===== src/rtl/fetch_unit_pkg.sv =====
// Shared CPU definitions for the instruction-fetch front end.
package cpu_pkg;
  localparam int unsigned XLEN = 32;
  localparam logic [XLEN-1:0] NOP_INST = 32'h0000_0013;  // addi x0,x0,0

  typedef enum logic [1:0] {
    IDLE,
    WAIT,
    DROP
  } fetch_state_t;
endpackage


===== src/rtl/fetch_unit_if.sv =====
// Instruction-memory request/response bus between fetch and imem.
interface fetch_unit_if;
  import cpu_pkg::*;

  logic            imem_req;
  logic [XLEN-1:0] imem_addr;
  logic            imem_rvalid;
  logic [XLEN-1:0] imem_rdata;

  modport master (output imem_req, imem_addr, input imem_rvalid, imem_rdata);
  modport slave  (input imem_req, imem_addr, output imem_rvalid, imem_rdata);
endinterface


===== src/rtl/fetch_unit_if_id_reg.sv =====
// IF/ID pipeline register: reset, bubble, stall-hold, then load-or-bubble.
module if_id_reg import cpu_pkg::*; (
  input  logic            clk,
  input  logic            rst,
  input  logic            bubble_i,
  input  logic            stall_i,
  input  logic            load_i,
  input  logic [XLEN-1:0] pc_i,
  input  logic [XLEN-1:0] inst_i,
  output logic [XLEN-1:0] pc_o,
  output logic [XLEN-1:0] inst_o,
  output logic            valid_o
);
  logic [XLEN-1:0] pc_q;
  logic [XLEN-1:0] inst_q;
  logic            valid_q;

  // A bubble keeps the previous PC so ID always sees a meaningful address.
  always_ff @(posedge clk) begin
    if (rst) begin
      pc_q    <= '0;
      inst_q  <= NOP_INST;
      valid_q <= 1'b0;
    end else if (bubble_i) begin
      inst_q  <= NOP_INST;
      valid_q <= 1'b0;
    end else if (!stall_i) begin
      if (load_i) begin
        pc_q    <= pc_i;
        inst_q  <= inst_i;
        valid_q <= 1'b1;
      end else begin
        inst_q  <= NOP_INST;
        valid_q <= 1'b0;
      end
    end
  end

  assign pc_o    = pc_q;
  assign inst_o  = inst_q;
  assign valid_o = valid_q;
endmodule


===== src/rtl/fetch_unit.sv =====
// Fetch front end: owns pc_f, keeps one imem request in flight, and feeds
// IF/ID through a one-entry buffer that absorbs responses arriving under stall.
module fetch_unit import cpu_pkg::*; #(
  parameter logic [XLEN-1:0] RESET_PC = 32'h0000_0000
) (
  input  logic              clk,
  input  logic              rst,
  input  logic              stall,
  input  logic              flush_IFID,
  input  logic              BranchTaken,
  input  logic [XLEN-1:0]   branch_target,
  fetch_unit_if.master      imem,
  output logic [XLEN-1:0]   PC_ID,
  output logic [XLEN-1:0]   inst_ID,
  output logic              valid_ID
);
  fetch_state_t    state_q, state_d;
  logic [XLEN-1:0] pc_f_q, pc_f_d;
  logic            buf_valid_q, buf_valid_d;
  logic [XLEN-1:0] buf_pc_q, buf_pc_d;
  logic [XLEN-1:0] buf_inst_q, buf_inst_d;
  logic            req;
  logic [XLEN-1:0] addr;
  logic            redirect;
  logic            resp;

  assign redirect = BranchTaken && !stall;
  assign resp     = imem.imem_rvalid;

  always_comb begin
    state_d     = state_q;
    pc_f_d      = pc_f_q;
    buf_valid_d = buf_valid_q;
    buf_pc_d    = buf_pc_q;
    buf_inst_d  = buf_inst_q;
    req         = 1'b0;
    addr        = pc_f_q;
    unique case (state_q)
      IDLE: begin
        if (redirect) begin
          req     = 1'b1;
          addr    = branch_target;
          pc_f_d  = branch_target;
          state_d = WAIT;
        end else if (!buf_valid_q) begin
          req     = 1'b1;
          state_d = WAIT;
        end
      end
      WAIT: begin
        if (resp) begin
          if (redirect) begin
            req    = 1'b1;
            addr   = branch_target;
            pc_f_d = branch_target;
          end else if (!stall) begin
            req    = 1'b1;
            addr   = pc_f_q + 32'd4;
            pc_f_d = pc_f_q + 32'd4;
          end else begin
            buf_valid_d = 1'b1;
            buf_pc_d    = pc_f_q;
            buf_inst_d  = imem.imem_rdata;
            pc_f_d      = pc_f_q + 32'd4;
            state_d     = IDLE;
          end
        end else if (redirect) begin
          pc_f_d  = branch_target;
          state_d = DROP;
        end
      end
      DROP: begin
        if (redirect) pc_f_d = branch_target;
        if (resp) begin
          req     = 1'b1;
          addr    = redirect ? branch_target : pc_f_q;
          state_d = WAIT;
        end
      end
      default: state_d = IDLE;
    endcase
    // The buffer drains into IF/ID only when IF/ID is neither held nor flushed.
    if (redirect) buf_valid_d = 1'b0;
    else if (buf_valid_q && !stall && !flush_IFID) buf_valid_d = 1'b0;
  end

  always_ff @(posedge clk) begin
    if (rst) begin
      state_q     <= IDLE;
      pc_f_q      <= RESET_PC;
      buf_valid_q <= 1'b0;
      buf_pc_q    <= '0;
      buf_inst_q  <= '0;
    end else begin
      state_q     <= state_d;
      pc_f_q      <= pc_f_d;
      buf_valid_q <= buf_valid_d;
      buf_pc_q    <= buf_pc_d;
      buf_inst_q  <= buf_inst_d;
    end
  end

  assign imem.imem_req  = req && !rst;
  assign imem.imem_addr = addr;

  if_id_reg u_if_id (
    .clk      (clk),
    .rst      (rst),
    .bubble_i (redirect || (flush_IFID && !stall)),
    .stall_i  (stall),
    .load_i   (buf_valid_q || (state_q == WAIT && resp)),
    .pc_i     (buf_valid_q ? buf_pc_q : pc_f_q),
    .inst_i   (buf_valid_q ? buf_inst_q : imem.imem_rdata),
    .pc_o     (PC_ID),
    .inst_o   (inst_ID),
    .valid_o  (valid_ID)
  );
endmodule


===== src/flat_wrapper.sv =====
// flat-port wrapper written by rule: the top's interface ports become plain ports
module fetch_unit_flat import cpu_pkg::*;
#(
  parameter logic [XLEN-1:0] RESET_PC = 32'h0000_0000
)
  (clk, rst, stall, flush_IFID, BranchTaken, branch_target, PC_ID, inst_ID, valid_ID, imem_imem_req, imem_imem_addr, imem_imem_rvalid, imem_imem_rdata);
  fetch_unit_if imem_i ();
  input  logic clk;
  input  logic rst;
  input  logic stall;
  input  logic flush_IFID;
  input  logic BranchTaken;
  input  logic [XLEN-1:0] branch_target;
  output logic [XLEN-1:0] PC_ID;
  output logic [XLEN-1:0] inst_ID;
  output logic valid_ID;
  output wire logic [$bits(imem_i.imem_req)-1:0] imem_imem_req;
  output wire logic [$bits(imem_i.imem_addr)-1:0] imem_imem_addr;
  input wire logic [$bits(imem_i.imem_rvalid)-1:0] imem_imem_rvalid;
  input wire logic [$bits(imem_i.imem_rdata)-1:0] imem_imem_rdata;
  assign imem_imem_req = imem_i.imem_req;
  assign imem_imem_addr = imem_i.imem_addr;
  assign imem_i.imem_rvalid = imem_imem_rvalid;
  assign imem_i.imem_rdata = imem_imem_rdata;
  fetch_unit #(.RESET_PC(RESET_PC)) u_core (.clk(clk), .rst(rst), .stall(stall), .flush_IFID(flush_IFID), .BranchTaken(BranchTaken), .branch_target(branch_target), .imem(imem_i), .PC_ID(PC_ID), .inst_ID(inst_ID), .valid_ID(valid_ID));
endmodule

===== config.mk =====
export PLATFORM = sky130hd
export DESIGN_NAME = fetch_unit_flat
export DESIGN_NICKNAME = d
export VERILOG_FILES = /design/src/rtl/fetch_unit_pkg.sv /design/src/rtl/fetch_unit_if.sv /design/src/rtl/fetch_unit_if_id_reg.sv /design/src/rtl/fetch_unit.sv /design/src/flat_wrapper.sv
export SDC_FILE = /design/constraint.sdc
export NUM_CORES = 1
export LEC_CHECK = 0
export BUFFER_PORTS_ARGS = -buffer_cell sky130_fd_sc_hd__buf_4
export CORE_MARGIN = 5
export CORE_UTILIZATION = 30
export DETAILED_ROUTE_END_ITERATION = 10
export GPL_ROUTABILITY_DRIVEN = 0
export GPL_TIMING_DRIVEN = 0
export PLACE_DENSITY = 0.5
export SLEW_MARGIN = 20
export SYNTH_ARGS = -nofsm -noshare
export SYNTH_HDL_FRONTEND = slang
export SYNTH_HIERARCHICAL = 1
export SYNTH_SLANG_ARGS = --single-unit

===== constraint.sdc =====
create_clock -name clk -period 4.4 [get_ports clk]
set_input_delay 1.32 -clock clk [delete_from_list [all_inputs] [get_ports clk]]
set_output_delay 1.32 -clock clk [all_outputs]
set_load 0.02 [all_outputs]

== Word level (Yosys, flattened, before mapping) ==
Cells that the tools add are included.
Widths: inputs -> output; s select.

* Input bits: 70
* Output and inout bits: 98
* Memories kept: 0
* Word-level logic and storage cells: 67
* RAM bits: 0
* Bits in read-only memories: 0
* Bits in registers: 164
* Bits in latches: 0

* $mul: 0
* Equality and inequality tests: 7
* Add/sub/neg operators: 1
* Bitwise gates (word level): 3
* Div/mod/pow operators: 0
* Mux-type cells: 28
* Reduce and logical (&&, ||, !) cells: 20
* Order comparisons: 0
* Shift operators: 0

{| class="wikitable"
|+ Operators with widths
! operator !! count
|-
| $mux 32 || 10
|-
| $pmux 32 s3 || 1
|-
| $pmux 32 s2 || 1
|-
| $add 32x3->32 const B || 1
|-
| $mux 2 || 7
|-
| $mux 1 || 7
|-
| $logic_and 1x1->1 || 6
|-
| $ne 3x2->1 const B || 2
|-
| $ne 3x3->1 const B || 2
|-
| $pmux 2 s3 || 1
|-
| $reduce_and 3->1 || 2
|-
| $reduce_and 5->1 || 1
|-
| $reduce_and 4->1 || 1
|-
| $reduce_or 2->1 || 2
|-
| $logic_not 1->1 || 3
|-
| $not 1->1 || 3
|-
| $pmux 1 s3 || 1
|-
| $reduce_or 3->1 || 1
|-
| $eq 2x1->1 const B || 1
|-
| $eq 2x2->1 const B || 1
|-
| $logic_not 2->1 || 1
|-
| $logic_or 1x1->1 || 2
|-
| $ne 2x2->1 const B || 1
|-
| $reduce_bool 2->1 || 1
|}

== Depth between registers and ports, before layout ==
* Depth in word-level cells: 6
* Depth in mapped cells: 9
* Depth with buffers taken out: 6

== Cells and area by module ==
Netlist, hierarchy kept.

{| class="wikitable"
|+ By module, submodules not included
! module !! cells an instance !! instances !! area each (µm²) !! sequential area each (µm²)
|-
| fetch_unit || 972 || 1 || 7031.7 || 1981.9
|-
| if_id_reg || 286 || 1 || 2904.0 || 1301.2
|}

== Worst setup path after synthesis ==
OpenSTA, ideal clock, no wires.

* Kind: in2out
* Start point: input port stall
* End point: output port imem_imem_addr[30]
* Data arrival time: 2.899 ns
* Buffers on the path: 3
* Setup slack: 0.181 ns
* Data required time: 3.080 ns
* Stages: 7
* Cells stage by stage: clkbuf_1 nand2b_1 buf_2 buf_2 nor3_1 nor3_1 a211oi_1

* Cells in the longest elaborated chain, start to end: 5
* Elaborated cells between the ends (all ways): 8
* Those cells by class: mux (6); reduce/logical (2)

{| class="wikitable"
|+ RTL lines
! what !! line !! RTL
|-
| start, declared || flat_wrapper.sv:10 || <nowiki>input logic stall;</nowiki>
|-
| $logic_not 1->1 || -- ||
|-
| $logic_and 1x1->1 || fetch_unit.sv:27 || <nowiki>assign redirect = BranchTaken && !stall;</nowiki>
|-
| $mux 32 (on tied branches) || fetch_unit.sv:40, fetch_unit.sv:76, fetch_unit.sv:52 ||
|-
| $mux 32 (on tied branches) || fetch_unit.sv:74, fetch_unit.sv:51 ||
|-
| $pmux 32 s3 * || fetch_unit.sv:38 || <nowiki>unique case (state_q)</nowiki>
|-
| end, declared || flat_wrapper.sv:18 || <nowiki>output wire logic [$bits(imem_i.imem_addr)-1:0] imem_imem_addr;</nowiki>
|}

Mark *: on every way between the ends. The rest lies on a longest branch, timed or not.

== Worst setup path in the final report ==
* Start point: input port imem_imem_rvalid
* End point: output port imem_imem_addr[4]

* Cells in the longest elaborated chain, start to end: 2
* Elaborated cells between the ends (all ways): 3
* Those cells by class: mux (3)

{| class="wikitable"
|+ RTL lines
! what !! line !! RTL
|-
| start, declared || flat_wrapper.sv:19 || <nowiki>input wire logic [$bits(imem_i.imem_rvalid)-1:0] imem_imem_rvalid;</nowiki>
|-
| $mux 32 (on tied branches) || fetch_unit.sv:74, fetch_unit.sv:51 ||
|-
| $pmux 32 s3 * || fetch_unit.sv:38 ||
|}

Marks and branches as above.

==> reports/qor.yml <==
global_route:
  grt_pass1_vias: 10200
  grt_pass1_wl_um: 60900
  grt_max_degree: 20
  gr-total-overflow: 0
  antenna_found_initial: 1
  grt_use_total: 0.215
timing:
  rsz0062_at_grt: "yes"
  finalSetupViolCount: 1
  finalWorstSetupSlack_ns: -0.0338
  post-route-period-util: 1.01
  final.setup.tns_ns: -0.0338
  final-max-slew-violation-count: 0
  hold_viol: 0
  finalWorstPathRequiredPeriod_ns: 4.43
  worst_clock_skew_ns: 0.0154
  timing.fmax_ghz: 0.226
  holdWs_ns: 0.453
  worst_slew_pin_slew_ns: 1.11
  slew_headroom: 0.258
power_and_ir_drop:
  pwr-share-clk: 0.397
  swShare: 0.309
  p_per_area_mw_per_mm2: 315
  ir_drop_mv: 0.294
  combPwrFrac: 0.205
  switchingPower_mw: 1.21
  finalPower_mw: 3.92
  leakage_nw: 4.44
  p_int_mw: 2.71
  p_seq_frac: 0.398
layout:
  instances_no_fill: 1898
  final_layout_size_suffix_gt1_frac: 0.251
  area_growth_syn_to_layout_pct: 25.2
  fillers: 3447
  fin_nets: 1514
  diodes: 0
logic_synthesis:
  synth_nets: 1329
  synth_edf_count: 0
  synthDistinctLibCells: 72
  async_flop_share: 0
  netlist_area_mm2: 0.00994
  synthCells: 1258
  ys_warn_count: 6
  synth.avg_cell_area_um2: 7.90
  seq_area_frac_synth: 0.330
  synth_ff_type: "dfxtp_1"
  ys_seq_elements: 164
setup_path:
  worstPathRequired_ns: 3.08
  end_kind: "primary output"
  start_kind: "input port"
  cp-startpoint: "imem_imem_rvalid"
  crit_fanout: 10
  rr_startpoint: "u_core/state_q[0]"
  critPathKind: "in2out"
  crit_arrival_ns: 3.11
drt:
  via_per_inst: 5.36
  wl_per_cell_um: 21.3
  ant_nets: 0
  vias: 10200
  firstDrtPassIters: 5
  first_iter_violations: 1114
  drc: 0
  routed_wl_um: 40400
clock_tree:
  cts_buffer_depth: 2
  cts_tree: "built"
  numCtsBuffers: 17
  cts.sinks: 164
  cts-root-buf: "clkbuf_16"
  clock_latency_ns: 0.43
  clk_pin_slew_worst_paths_ns: 0.07
  h-tree-depth: 4
floorplanning:
  row_count: 66
  die_area_mm2: 0.0369
  die_w_um: 192
  coreArea_mm2: 0.0326
  dieHeight_um: 192
  boundaryPins: 168
  start_util: 0.305
min_path:
  hp-class: "reg2reg"
  holdCritStartpoint: "u_core/buf_pc_q[9]"
outcome:
  status: "complete, but fails checks"
  violations: "setup timing"
place:
  portBuffers: 167
  dp_hpwl_um: 30000
  dp_cells: 1867
job:
  drv_cap: 0
==> final cells by class <==
class	instances	area, µm²	area share
plain buffers	119	632	0.0508
clock buffers	20	457	0.0367
inverters	12	45.0	0.00362
repair buffers	169	1270	0.102
flip-flops and latches	164	3280	0.264
multi-input cells	960	6060	0.487
clock inverters	12	145	0.0117
well taps	442	553	0.0444
==> Yosys cell counts (9+ instances only) <==
cell type,n,share of area
a211oi_1,14,0.011
a21oi_1,113,0.057
a21oi_2,29,0.026
a22oi_1,9,0.0068
a31oi_1,11,0.0069
buf_2,20,0.010
clkbuf_1,83,0.031
dfxtp_1,164,0.33
inv_1,10,0.0038
mux2_2,61,0.069
mux2i_1,59,0.059
nand2_1,223,0.084
nand2b_1,76,0.048
nand3_1,34,0.017
nand3b_1,30,0.023
nand4_1,21,0.013
nor2_1,53,0.020
nor3_1,18,0.0091
o211ai_1,10,0.0076
o21ai_0,53,0.027
o221ai_1,9,0.0079
o22ai_1,16,0.010
==> sequential cells by signal, summed over array words and instances (netlist names) <==
register and flops:
u_core/buf_valid_q 1, u_core/buf_pc_q 32, u_core/u_if_id/pc_o 32, u_core/pc_f_q 32
u_core/u_if_id/inst_o 32, u_core/buf_inst_q 32, u_core/state_q 2, u_core/u_if_id/valid_o 1
==> layout by cell type (no fill, tap or decap), types with 8 or more instances in the layout <==
master     instances
a31oi_1           11
nand2_1          223
or3_1              8
dfxtp_1          164
o211ai_1          10
a21oi_2           29
a21oi_1          112
nor2_1            49
nand2b_1          76
nand3_1           34
o221ai_1           9
buf_2             17
clkbuf_1          70
a22oi_1            9
and2_1             8
clkbuf_16         17
a211oi_1          14
mux2_2            61
nand3b_1          30
mux2i_1           59
clkbuf_2           8
o22ai_1           16
nand4_1           21
buf_4            174
inv_1             10
nor2b_1            8
o21ai_0           52
nor3_1            17
==> cell families after synthesis <==
group	synth area share
and+or+nand+nor	0.271
DFF	0.330
xor gates and xnor gates	0.00176
muxes	0.130
AOI/OAI and AO/OA	0.201
buffers and inverters	0.0649
adders and majority gates	0.00126
==> final timing paths <==
kind	to	slack (ns)	cells after the start
max	imem_imem_addr[4]	-0.03	8
max reg2reg	u_core/pc_f_q[11]	1.68	7
min reg2reg	u_core/buf_pc_q[9]	0.45	2
min	u_core/buf_pc_q[9]	0.45	2
==> timing repair <==
| action | CTS | global route |
|---|---|---|
| gates resized for setup | 20 | 22 |
| hold buffers | 0 | 0 |
| buffers inserted | 2 | 0 |
| setup endpoints to repair | 33 | 20 |
| pin swaps | 1 | 1 |
==> power groups by stage <==
stage,sequential [mW],combinational (mW),clock (mW)
final,1.56,0.803,1.55
after global routing,1.56,0.857,1.65
after CTS,1.56,0.791,1.59
after detailed placement,1.59,0.782,0
after global placement,1.59,0.782,0
after floorplan,1.59,0.455,0
==> worst max-delay path, cell delays in order <==
cell and delay, ns:
buf_4 0.09, buf_2 0.21, nor2b_1 0.69, o22ai_1 0.15, o21ai_0 0.19, a211oi_1 0.07, nor3_1 0.21, buf_4 0.18
==> routing by layer <==
| metal | global-route usage | up-vias | wire length [µm] |
|---|---|---|---|
| met5 | 0 | - | 13 |
| met4 | 0.0710 | 2 | 1200 |
| met3 | 0.0522 | 91 | 3630 |
| met2 | 0.341 | 475 | 18400 |
| met1 | 0.287 | 4767 | 17200 |
| li1 | - | 4838 | - |
==> metrics by stage <==
step,setup slack (ns),utilization,instance area (µm²)
finish,-0.0338,0.381,12400
global route,-0.0420,0.381,12400
CTS,0.00632,0.380,12400
detailed placement,-0.780,0.360,11700
global placement,-0.780,0.360,11700
floorplan,0.181,-,9940
No activity file was read; power rests on OpenSTA's default activity.
